### src/rtl/ram24_bus_arbiter.sv
// Two-port arbiter in front of the single-port RAM24: round-robin on ties, optional
// locked bursts bounded by MAX_BURST, and one-cycle read return routed to the requester.
module ram24_bus_arbiter #(
    parameter int ADDRESS_WIDTH = 14,
    parameter int DATA_WIDTH    = 24,
    parameter int MAX_BURST     = 8
) (
    input  logic                     clk,
    input  logic                     rst,
    input  logic                     a_req,
    input  logic                     a_we,
    input  logic                     a_lock,
    input  logic [ADDRESS_WIDTH-1:0] a_addr,
    input  logic [DATA_WIDTH-1:0]    a_wdata,
    output logic                     a_gnt,
    output logic                     a_rvalid,
    output logic [DATA_WIDTH-1:0]    a_rdata,
    input  logic                     b_req,
    input  logic                     b_we,
    input  logic                     b_lock,
    input  logic [ADDRESS_WIDTH-1:0] b_addr,
    input  logic [DATA_WIDTH-1:0]    b_wdata,
    output logic                     b_gnt,
    output logic                     b_rvalid,
    output logic [DATA_WIDTH-1:0]    b_rdata,
    output logic                     mem_en,
    output logic [3:0]               mem_we,
    output logic [ADDRESS_WIDTH-1:0] mem_addr,
    output logic [DATA_WIDTH-1:0]    mem_din,
    input  logic [DATA_WIDTH-1:0]    mem_dout
);

    localparam int CNT_W = $clog2(MAX_BURST) + 1;
    localparam logic [CNT_W-1:0] CNT_MAX = MAX_BURST[CNT_W-1:0];

    typedef enum logic [1:0] {IDLE, OWN_A, OWN_B} state_t;

    state_t           state;
    logic             last_b;
    logic [CNT_W-1:0] burst_cnt;
    logic [CNT_W-1:0] cnt_inc;
    logic             a_vld_p1;
    logic             b_vld_p1;

    function automatic logic [CNT_W-1:0] sat_inc(input logic [CNT_W-1:0] v);
        return (v >= CNT_MAX) ? CNT_MAX : v + CNT_W'(1);
    endfunction

    assign cnt_inc = sat_inc(burst_cnt);

    // Grant depends only on requests and registered state, never on mem_dout.
    always_comb begin
        a_gnt = 1'b0;
        b_gnt = 1'b0;
        if (rst) begin
            case (state)
                OWN_A: begin
                    a_gnt = a_req;
                    b_gnt = !a_req && b_req;
                end
                OWN_B: begin
                    b_gnt = b_req;
                    a_gnt = !b_req && a_req;
                end
                default: begin
                    if (a_req && b_req) begin
                        a_gnt = last_b;
                        b_gnt = !last_b;
                    end else begin
                        a_gnt = a_req;
                        b_gnt = b_req;
                    end
                end
            endcase
        end
    end

    assign mem_en   = a_gnt || b_gnt;
    assign mem_we   = ((a_gnt && a_we) || (b_gnt && b_we)) ? 4'b1111 : 4'b0000;
    assign mem_addr = b_gnt ? b_addr  : a_addr;
    assign mem_din  = b_gnt ? b_wdata : a_wdata;

    always_ff @(posedge clk) begin
        if (!rst) begin
            state     <= IDLE;
            last_b    <= 1'b1;
            burst_cnt <= '0;
            a_vld_p1  <= 1'b0;
            b_vld_p1  <= 1'b0;
        end else begin
            // p1: read issued this cycle returns next cycle to its own port
            a_vld_p1 <= a_gnt && !a_we;
            b_vld_p1 <= b_gnt && !b_we;
            if (a_gnt)
                last_b <= 1'b0;
            else if (b_gnt)
                last_b <= 1'b1;

            case (state)
                OWN_A: begin
                    if (!a_gnt || !a_lock || (b_req && cnt_inc == CNT_MAX)) begin
                        state     <= IDLE;
                        burst_cnt <= '0;
                    end else if (b_req) begin
                        burst_cnt <= cnt_inc;
                    end
                end
                OWN_B: begin
                    if (!b_gnt || !b_lock || (a_req && cnt_inc == CNT_MAX)) begin
                        state     <= IDLE;
                        burst_cnt <= '0;
                    end else if (a_req) begin
                        burst_cnt <= cnt_inc;
                    end
                end
                default: begin
                    // A one-beat limit with the other port waiting leaves no room to lock.
                    if (a_gnt && a_lock && !(b_req && MAX_BURST == 1)) begin
                        state     <= OWN_A;
                        burst_cnt <= CNT_W'(1);
                    end else if (b_gnt && b_lock && !(a_req && MAX_BURST == 1)) begin
                        state     <= OWN_B;
                        burst_cnt <= CNT_W'(1);
                    end else begin
                        state     <= IDLE;
                        burst_cnt <= '0;
                    end
                end
            endcase
        end
    end

    assign a_rvalid = a_vld_p1;
    assign b_rvalid = b_vld_p1;
    assign a_rdata  = a_vld_p1 ? mem_dout : '0;
    assign b_rdata  = b_vld_p1 ? mem_dout : '0;

endmodule

### config.mk
export PLATFORM = sky130hd
export DESIGN_NAME = ram24_bus_arbiter
export DESIGN_NICKNAME = d
export VERILOG_FILES = /design/src/rtl/ram24_bus_arbiter.sv
export SDC_FILE = /design/constraint.sdc
export NUM_CORES = 1
export LEC_CHECK = 0
export BUFFER_PORTS_ARGS = -buffer_cell sky130_fd_sc_hd__buf_4
export CAP_MARGIN = 10
export CELL_PAD_IN_SITES_DETAIL_PLACEMENT = 0
export CELL_PAD_IN_SITES_GLOBAL_PLACEMENT = 1
export CORE_UTILIZATION = 18
export DETAILED_ROUTE_END_ITERATION = 10
export GPL_TIMING_DRIVEN = 0
export PLACE_DENSITY_LB_ADDON = 0.1
export SKIP_CTS_REPAIR_TIMING = 1
export SYNTH_ARGS = -nofsm -noshare
export SYNTH_HDL_FRONTEND = slang
export SYNTH_SLANG_ARGS = --single-unit
### constraint.sdc
create_clock -name clk -period 2.1 [get_ports clk]
set_clock_uncertainty 0.05 [all_clocks]
set_input_delay 0.42 -clock clk [delete_from_list [all_inputs] [get_ports clk]]
set_output_delay 0.42 -clock clk [all_outputs]
set_load 0.02 [all_outputs]
Word-level counts from Yosys, hierarchy flattened

Cells that the tools add are included.

Output and inout bits: 95
Word-level logic and storage cells: 69
Bits in latches: 0
ROM bits: 0
Memories kept: 0
Register bits after elaboration: 9
Input port bits: 108
Memory bits (writable): 0

Mux-type cells: 26
Add/sub/neg operators: 1
Equality and inequality tests: 7
Order comparisons: 1
$mul: 0
Reduce and logical (&&, ||, !) cells: 29
Div/mod/pow operators: 0
Bitwise operators: 0
Shifts and indexed selects: 0

Operators with widths:

| kind                                                             | number |
|---|---|
| 24-bit 2-to-1 mux                                                | 3 |
| 4-bit 2-to-1 mux                                                 | 6 |
| 14-bit 2-to-1 mux                                                | 1 |
| 1-bit logical AND                                                | 11 |
| 1-bit logical NOT                                                | 9 |
| 1-bit 2-to-1 mux                                                 | 8 |
| 2-bit 2-to-1 mux                                                 | 4 |
| 4-bit case mux with 2 select lines                               | 1 |
| 1-bit logical OR                                                 | 6 |
| 3-bit inequality test (second input constant)                    | 2 |
| 4-bit by 1-bit adder with 4-bit output (second input constant)   | 1 |
| 4-bit == test (second input constant)                            | 1 |
| 4-bit greater-or-equal comparator (second input constant)        | 1 |
| 2-bit inequality test (second input constant)                    | 2 |
| 1-bit case mux with 2 select lines                               | 2 |
| 2-bit case mux with 2 select lines                               | 1 |
| 2-bit AND reduction                                              | 2 |
| 2-bit by 1-bit == test with 1-bit output (second input constant) | 1 |
| 2-bit == test (second input constant)                            | 1 |
| 2-bit nonzero test                                               | 1 |

Depth between registers and ports, before layout

Gate-level depths: netlist of run 1.

Depth after elaboration: 9
Gate-level depth with buffers: 9
Gate-level depth less buffers: 7

Worst setup path after synthesis of run 1

OpenSTA, ideal clock, no wires.

Path kind: register -> output
Start point: register state[0]
End point: output port mem_we[1]
Path buffers: 3
Data required time: 1630 ps
Cell stages (with the launch flop): 9
Slack: -244 ps
Data arrival time: 1874 ps
Cells stage by stage: dfxtp_1 inv_1 ha_1 o31a_1 and3_1 buf_6 buf_6 a22o_1 buf_4

Word-level cells in the longest chain between the ends: 6
Elaborated cells between the ends (all ways): 10
Those cells by class: eq/ne (2); mux (5); reduce/logical (3)

RTL lines:

| what                                                                      | line | source |
|---|---|---|
| start, declared                                                           | 38   | `state_t state;` |
| start signal, assigned                                                    | 85   | `state <= IDLE;` |
| start signal, assigned                                                    | 102  | `state <= IDLE;` |
| start signal, assigned                                                    | 110  | `state <= IDLE;` |
| 2-bit == test or 2-bit by 1-bit == test with 1-bit output (tied branches) | 56   | `case (state)` |
| 1-bit case mux with 2 select lines *                                      | 56   |  |
| 1-bit 2-to-1 mux *                                                        | 55   | `if (rst) begin` |
| named net b_gnt                                                           | 23   | `output logic b_gnt,` |
| 1-bit logical AND *                                                       | 79   | `assign mem_we = ((a_gnt && a_we) \|\| (b_gnt && b_we)) ? 4'b1111 : 4'b0000;` |
| 1-bit logical OR *                                                        | 79   |  |
| 4-bit 2-to-1 mux *                                                        | 79   |  |
| end, declared                                                             | 27   | `output logic [3:0] mem_we,` |

Mark *: on every way through the listed nets, which the timed path passes. The rest lies on a longest branch.

Final worst setup path of run 1

Start point: register state[1]
End point: output port mem_we[1]

Word-level cells in the longest chain between the ends: 6
Elaborated cells between the ends (all ways): 10
Those cells by class: eq/ne (2); mux (5); reduce/logical (3)

RTL lines:

| what                                                                      | line |
|---|---|
| 2-bit == test or 2-bit by 1-bit == test with 1-bit output (tied branches) | 56 |
| 1-bit case mux with 2 select lines                                        | 56 |
| 1-bit 2-to-1 mux                                                          | 55 |
| 1-bit logical AND                                                         | 79 |
| 1-bit logical OR *                                                        | 79 |
| 4-bit 2-to-1 mux *                                                        | 79 |

Every way passes the cells marked *; elsewhere a longest branch is shown, timed or not.

==> results of run 1 <==
==> critical path: stages, from the launching register on <==
cell	delay (ps)
dfxtp_4	370
inv_4	40
ha_4	150
nor2b_4	120
o31a_1	290
and3_4	240
buf_12	150
a22o_4	240
buf_6	120
buf_6	120
==> logic make-up after synthesis <==
logic type / Yosys count
AND/OR/NAND/NOR: 78
multiplexers: 40
buffers and inverters: 20
AO/OA/AOI/OAI: 17
flip-flops: 9
adder cells (fa/ha/maj): 4
==> layer usage <==
layer  routed length (microns)  vias up
met1                      2312      890
met4                         0        0
met3                       665        0
met2                      3892      109
li1                          -     1004
met5                         0        -
==> layout make-up <==
| cell class | instances | area [sq um] | share of cell area |
|---|---|---|---|
| Timing Repair Buffer | 210 | 1767 | 0.4874 |
| Multi-Input combinational cell | 139 | 1321 | 0.3645 |
| Sequential cell | 9 | 187.7 | 0.05178 |
| Buffer | 13 | 145.1 | 0.04004 |
| Tap cell | 105 | 131.4 | 0.03624 |
| Clock buffer | 4 | 45.04 | 0.01243 |
| Inverter | 6 | 27.53 | 0.007594 |
==> how the worst min path moves through the flow <==
stage | slack (ps) | to | cells past startpoint
finish | 310 | a_rvalid$_SDFF_PN0_ | 2
global route | 310 | a_rvalid$_SDFF_PN0_ | 2
CTS | 300 | a_rvalid$_SDFF_PN0_ | 2
detailed placement | 410 | burst_cnt[2]$_SDFFE_PN0P_ | 2
global placement | 420 | burst_cnt[2]$_SDFFE_PN0P_ | 2
floorplan | 390 | burst_cnt[2]$_SDFFE_PN0P_ | 2
==> through the flow <==
stage | util | cells
final | 0.4368 | 486
after global routing | 0.4368 | 486
after CTS | 0.3983 | 478
after detailed placement | 0.3929 | 474
after global placement | 0.3929 | 474
after floorplan | - | 168
==> sequential cells by signal, indices dropped and copies added (netlist names) <==
name	flops
burst_cnt	4
a_rvalid	1
state	2
b_rvalid	1
last_b	1
==> cell usage after synthesis (4+ instances only) <==
| library cell | n |
|---|---|
| nor2b_1 | 4 |
| o21ai_0 | 4 |
| mux2_4 | 36 |
| nor2_1 | 6 |
| and2_1 | 48 |
| clkbuf_1 | 4 |
| ha_1 | 4 |
| mux2_2 | 4 |
| dfxtp_1 | 9 |
| inv_1 | 6 |
| buf_6 | 6 |
==> report_power, final <==
group / total, uW / leakage [uW] / switching [uW] / internal, uW
logic: 820 / 0.00174 / 332 / 489
registers: 187 / 0.0000748 / 10.2 / 177
clock network: 198 / 0.0000228 / 65.7 / 132
total: 1210 / 0.00184 / 408 / 798
==> impl_metrics.ini, run 1 <==
[critical_path]
startpoint_type = register
worst_ep_required_time_ps = 1630
cp-startpoint = state[1]$_SDFFE_PN0P_
r2r_end = burst_cnt[0]$_SDFFE_PN0P_
r2r_start = state[0]$_SDFFE_PN0P_
endpoint_kind = output port
worst-setup-path-type = register to output port
crit_end = mem_we[1]
r2r_setup_slack_ps = 40
cp.arrival_ps = 2060
reg2regPathDepth = 9
crit_path_max_fanout = 6

[logic_synthesis]
synth_nets = 280
syn_inst = 168
synth_seq_cells = 9
async_flop_share = 0
yosysWarnings = 0
synth-edff-count = 0
yosysTopAreaCell = mux2_4
synth-simple-area-share = 0.3128
synthXorXnorAreaFrac = 0
yosysSeqAreaShare = 0.1152
synthTopCellsByArea = mux2_4 35%, and2_1 19%, dfxtp_1 12%
synthAdderAreaFrac = 0.03200
synth_mux_area_frac = 0.3744
synth_top_family_by_area = multiplexers
synth.distinct_cells = 38
netlist.area_leader.share = 0.3456
synth_compound_area_frac = 0.08080
syn_area_per_cell_sq_um = 9.310
syn_area_sq_mm = 0.001564
synth_ff_type = dfxtp_1

[floorplanning]
start_util = 0.1885
die_width_microns = 95.22
dieArea_sq_mm = 0.009066
io_pins = 203
num_rows = 33
core_sq_mm = 0.008299
die_y_microns = 95.22

[global_route]
use_met3 = 0.03110
antenna_found_initial = 0
grtUsageMet1 = 0.1358
grtUsageTotal = 0.1268
grt_use_met2 = 0.2577
first_global_vias = 1708
top_usage_layer = met2
grt_max_degree = 11
grt_overflow = 0
grt_pass1_wl_mm = 8.894

[power_and_ir_drop]
fin_total_pwr_uw = 1206
p_per_area_mw_per_mm2 = 332.6
leakage_uw = 0.001835
vdd_ir_drop_max_v = 0.0002404

[timing]
fin_crit_sh = 1.204
worst_pin_slew_ps = 461.7
grt_setup_unrepaired = true
finalHoldViolCount = 0
fmax_mhz = 395.4
setup_ws_ps = -429.3
setup_tns_ps = -17440
drv_slew = 0
final-setup-viol-count = 45
fin_hold_ws_ps = 309.9
min_period_ps = 2529
slew_headroom = 0.6889

[clock_network]
cts_made_buffers = 3
h-tree-depth = 1
insertion_delay_ps = 230
clock-sinks = 9
clockBufferDepth = 2
tritoncts = built
cts_root_buffer = clkbuf_8
clkSlewWorstSetupHoldPaths_ps = 40

[drt]
route.detailed.wl_per_inst_microns = 14.14
drcViolationCount = 0
drtIter0Drc = 11
drtPass1Iterations = 4
vias_per_cell = 4.121
dr_total_vias = 2003
routed_wl_mm = 6.870
ant_nets = 0

[final_layout]
drive_gt1_frac = 0.7375
final_area_sq_mm = 0.003625
nets = 494
final_common_cell = buf_4
fillers = 829
final_cell_mix = 163 x buf_4, 50 x buf_6, 48 x and2_1, 36 x mux2_4, 7 x dfxtp_1
diodes = 0
syn_to_final_growth_pct = 131.8

[placement]
gp_congestion = 0.7703
dpl.hpwl_mm = 5.940
placed_cell_area_sq_mm = 0.003261
pre_cts_ws_ps = -252.4
portBuffers = 201

[outcome]
violations = setup timing
status = finished, violations left

[worst_hold_path]
hold_start = a_we
hp-class = input pin to register

[run]
cap_violations = 0
No activity file was read; power rests on OpenSTA's default activity.
==> run 2, diff against run 1 <==
--- a/constraint.sdc
+++ b/constraint.sdc
@@ -4,2 +4,2 @@
 set_output_delay 0.42 -clock clk [all_outputs]
-set_load 0.02 [all_outputs]
+set_load 0.05 [all_outputs]
==> run 2 against run 1 <==
Effect of this change: the run still ends with setup timing left; clock power hardly changed; cell area is 2.5% lower; first-iteration DRC count grew to 3.1 times the previous value; worst setup slack worse by 25 ps; final cell count is 0.41% lower; critical path type unchanged; largest power group unchanged.
==> impl_metrics.ini, run 2 (same netlist as run 1, synthesis figures left out) <==
[critical_path]
crit_path_max_fanout = 10
startpoint_type = register
cp.arrival_ps = 2080
worst_ep_required_time_ps = 1630
worst-setup-path-type = register to output port
endpoint_kind = output port

[timing]
drv_slew = 0
finalHoldViolCount = 0
final-setup-viol-count = 45
min_period_ps = 2554
fin_crit_sh = 1.216
fmax_mhz = 391.5
setup_tns_ps = -18020
slew_headroom = 0.7118
fin_hold_ws_ps = 308.5
worst_pin_slew_ps = 427.8
setup_ws_ps = -454.1
grt_setup_unrepaired = true

[placement]
dpl.hpwl_mm = 6.207
gp_congestion = 0.8004
portBuffers = 201
pre_cts_ws_ps = -314.8

[power_and_ir_drop]
vdd_ir_drop_max_v = 0.0003584
fin_total_pwr_uw = 1428
leakage_uw = 0.001799
p_per_area_mw_per_mm2 = 403.9

[outcome]
violations = setup timing
status = finished, violations left

[clock_network]
cts_made_buffers = 3
cts_root_buffer = clkbuf_8
tritoncts = built
clkSlewWorstSetupHoldPaths_ps = 50
h-tree-depth = 1
insertion_delay_ps = 230
clock-sinks = 9
clockBufferDepth = 2

[final_layout]
final_cell_mix = 188 x buf_4, 48 x and2_1, 37 x mux2_4, 15 x buf_6, 8 x buf_8
diodes = 0
syn_to_final_growth_pct = 126.1
regMostFlops = burst_cnt
reg_top3 = burst_cnt: 4 flops, state: 2 flops
final_common_cell = buf_4
drive_gt1_frac = 0.7361
nets = 492
largest_register_ffs = 4

[drt]
vias_per_cell = 4.093
drcViolationCount = 0
ant_nets = 0
routed_wl_mm = 7.057
drtPass1Iterations = 4
dr_total_vias = 1981
route.detailed.wl_per_inst_microns = 14.58
drtIter0Drc = 34

[global_route]
antenna_found_initial = 0
grt_pass1_wl_mm = 9.163
first_global_vias = 1741
grtUsageTotal = 0.1317
grt_overflow = 0
grt_max_degree = 11

[floorplanning]
die_y_microns = 95.22
num_rows = 33
core_sq_mm = 0.008299
dieArea_sq_mm = 0.009066
start_util = 0.1885
io_pins = 203
die_width_microns = 95.22

[run]
cap_violations = 0

[worst_hold_path]
hp-class = input pin to register
==> run 2: cell types whose count changed in the layout (fill, tap and decap cells not counted), sizes merged <==
cell,delta
buf,-2
==> run 2: routing by layer <==
metal / track usage / wire length (microns)
met1: 0.1501 / 2498
met2: 0.2571 / 3849
met3: 0.03349 / 675
met4: 0 / 32
met5: 0 / 0
==> run 2: report_power, final <==
group | switching (uW) | total [uW] | internal, uW
Combinational | 566 | 1040 | 476
Clock | 66.8 | 199 | 132
Sequential | 9.53 | 187 | 177
==> run 2: final cells by class <==
cell class	instances	area [sq um]
Sequential cell	9	187.7
Clock buffer	4	45.04
Buffer	13	133.9
Inverter	6	22.52
Tap cell	105	131.4
Multi-Input combinational cell	139	1324
Fill cell	838	4763
Timing Repair Buffer	208	1692
==> run 2: per-stage QoR <==
stage | utilization | cells | area (sq um)
final | 0.4261 | 484 | 3536
after global routing | 0.4261 | 484 | 3536
after CTS | 0.4006 | 478 | 3324
after detailed placement | 0.3951 | 474 | 3279
after global placement | 0.3951 | 474 | 3279
after floorplan | - | 168 | 1639
==> run 2: path summary, 6_finish.rpt <==
kind                                   from                   endpoint  slack, ps  cells after the start
setup reg to reg      state[0]$_SDFFE_PN0P_  burst_cnt[0]$_SDFFE_PN0P_        160                      8
setup / recovery      state[1]$_SDFFE_PN0P_                 mem_din[7]       -450                      8
hold / removal                         a_we        a_rvalid$_SDFF_PN0_        310                      2
hold reg to reg   burst_cnt[2]$_SDFFE_PN0P_  burst_cnt[2]$_SDFFE_PN0P_        420                      2
==> run 2: worst max-delay path, stage by stage (launching register included) <==
cell     delay [ps]
dfxtp_4         360
inv_2            40
ha_4            150
nor2b_4         110
o31a_1          300
and3_4          210
buf_6           170
mux2_4          310
buf_4           190
==> run 3, diff against run 2 <==
ABC_CLOCK_PERIOD_IN_PS = 3300   (was unset)
CORE_UTILIZATION = 22   (was 18)
clock period = 3.3 ns   (was 2.1 ns; I/O delays follow)
==> run 3 against run 2 <==
Effect of this change: total power down 40%; sequential share of layout area up 0.26 points; clock power down 35%; the flow now finishes without violations; sequential cell count unchanged; largest cell class unchanged; highest routed layer unchanged; first-iteration DRC count down 2.9%; largest power group unchanged; critical path type unchanged.
==> impl_metrics.ini, run 3 (same netlist as run 1, synthesis figures left out) <==
[outcome]
status = complete, no violations

[drt]
top_layer_used = met4
route.met2.wl_mm = 3.428
drcViolationCount = 0
met3_length_microns = 482
drtPass1Iterations = 4
met1_length_mm = 2.538
route.detailed.wl_per_inst_microns = 13.81
vias_per_cell = 4.156
routed_wl_mm = 6.477
ant_nets = 0
drtIter0Drc = 33
dr_total_vias = 1949

[floorplanning]
num_rows = 30
die_y_microns = 86.32
die_width_microns = 86.32
io_pins = 203
core_sq_mm = 0.006832
dieArea_sq_mm = 0.007450
start_util = 0.2289

[global_route]
grtUsageTotal = 0.1510
first_global_vias = 1666
grt_max_degree = 11
grt_overflow = 0
grt_pass1_wl_mm = 8.783
antenna_found_initial = 0

[clock_network]
clkSlewWorstSetupHoldPaths_ps = 50
cts_made_buffers = 3
cts_root_buffer = clkbuf_8
insertion_delay_ps = 230
tritoncts = built
clockBufferDepth = 2
h-tree-depth = 1
clock-sinks = 9

[timing]
drv_slew = 0
finalHoldViolCount = 0
final-setup-viol-count = 0
slew_headroom = 0.7208
grt_setup_unrepaired = false
setup_tns_ps = 0
worst_pin_slew_ps = 414.4
min_period_ps = 2985
fin_crit_sh = 0.9046
fmax_mhz = 335.0

[final_layout]
final_area_sq_mm = 0.003238
final_cell_mix = 204 x buf_4, 48 x and2_1, 36 x mux2_4, 9 x dfxtp_1
nets = 486
final_common_cell = buf_4
largest_register_ffs = 4
syn_to_final_growth_pct = 107.0
drive_gt1_frac = 0.7024
reg_top3 = burst_cnt: 4 flops, state: 2 flops
diodes = 0
regMostFlops = burst_cnt

[critical_path]
cp_slowest_cell = dfxtp_1
cp.arrival_ps = 2280
cp_cell_sequence = inv_1 -> ha_1 -> o31a_1 -> and3_1 -> buf_6 -> buf_6 -> a22o_1 -> buf_4 -> buf_4
crit_path_max_fanout = 10
startpoint_type = register
worst_ep_required_time_ps = 2590
worst-setup-path-type = register to output port
endpoint_kind = output port
max_stage_delay_ps = 340

[worst_hold_path]
hp-class = register to register

[placement]
portBuffers = 201
gp_congestion = 0.7059
placed_cell_area_sq_mm = 0.003193
dpl.hpwl_mm = 5.716

[power_and_ir_drop]
vdd_ir_drop_max_v = 0.0001665
p_per_area_mw_per_mm2 = 262.7
leakage_uw = 0.001705

[run]
cap_violations = 0
==> run 3: cell count changes in the layout (fill, tap and decap cells not counted), sizes merged <==
cell    change
buf         -5
clkbuf      -1
==> run 3: critical path, delay by kind of cell, from the launching register on <==
kind	cells	cell delay [ps]
simple gates	1	180
buf+inv	5	670
flops	1	340
compound gates	2	540
fa+ha+maj	1	310
==> run 3: metrics by stage <==
step           power, uW  instances  utilization  setup slack [ps]  hold slack [ps]
5_1_grt            888.7        469       0.4740             206.2            478.0
6_report           850.7        469       0.4740             314.8            431.7
3_3_place_gp       724.4        465       0.4674             465.6            414.7
4_1_cts            859.9        469       0.4740             298.4            435.3
3_5_place_dp       725.5        465       0.4674             476.5            427.5
2_1_floorplan      508.8        168            -             296.7            394.7
==> run 3: layout make-up <==
cell class / count / area [sq um]
tap: 96 / 120.1
buffer: 14 / 110.1
timing repair buffer: 201 / 1509
multi-input combinational: 139 / 1251
clock buffer: 4 / 45.04
fill: 704 / 3593
inverter: 6 / 22.52
sequential: 9 / 180.2
==> run 3: path summary, 6_finish.rpt <==
check | start | cells past startpoint | end | slack (ps)
worst min register to register | burst_cnt[2]$_SDFFE_PN0P_ | 2 | burst_cnt[2]$_SDFFE_PN0P_ | 430
worst max-delay path | state[0]$_SDFFE_PN0P_ | 9 | mem_we[3] | 310
worst max register to register | state[0]$_SDFFE_PN0P_ | 8 | burst_cnt[0]$_SDFFE_PN0P_ | 1250
worst min-delay path | burst_cnt[2]$_SDFFE_PN0P_ | 2 | burst_cnt[2]$_SDFFE_PN0P_ | 430
==> run 3: power by group <==
part / internal [uW] / leakage, uW / total, uW / switching (uW)
clock network: 84.4 / 0.0000228 / 130 / 45.7
logic: 259 / 0.00161 / 602 / 343
registers: 113 / 0.0000734 / 119 / 5.15
==> run 3: per-layer routing <==
layer	global-route usage	up-vias
met4	0.02273	0
li1	-	992
met3	0.03333	4
met2	0.2814	80
met1	0.1791	873
met5	0	-
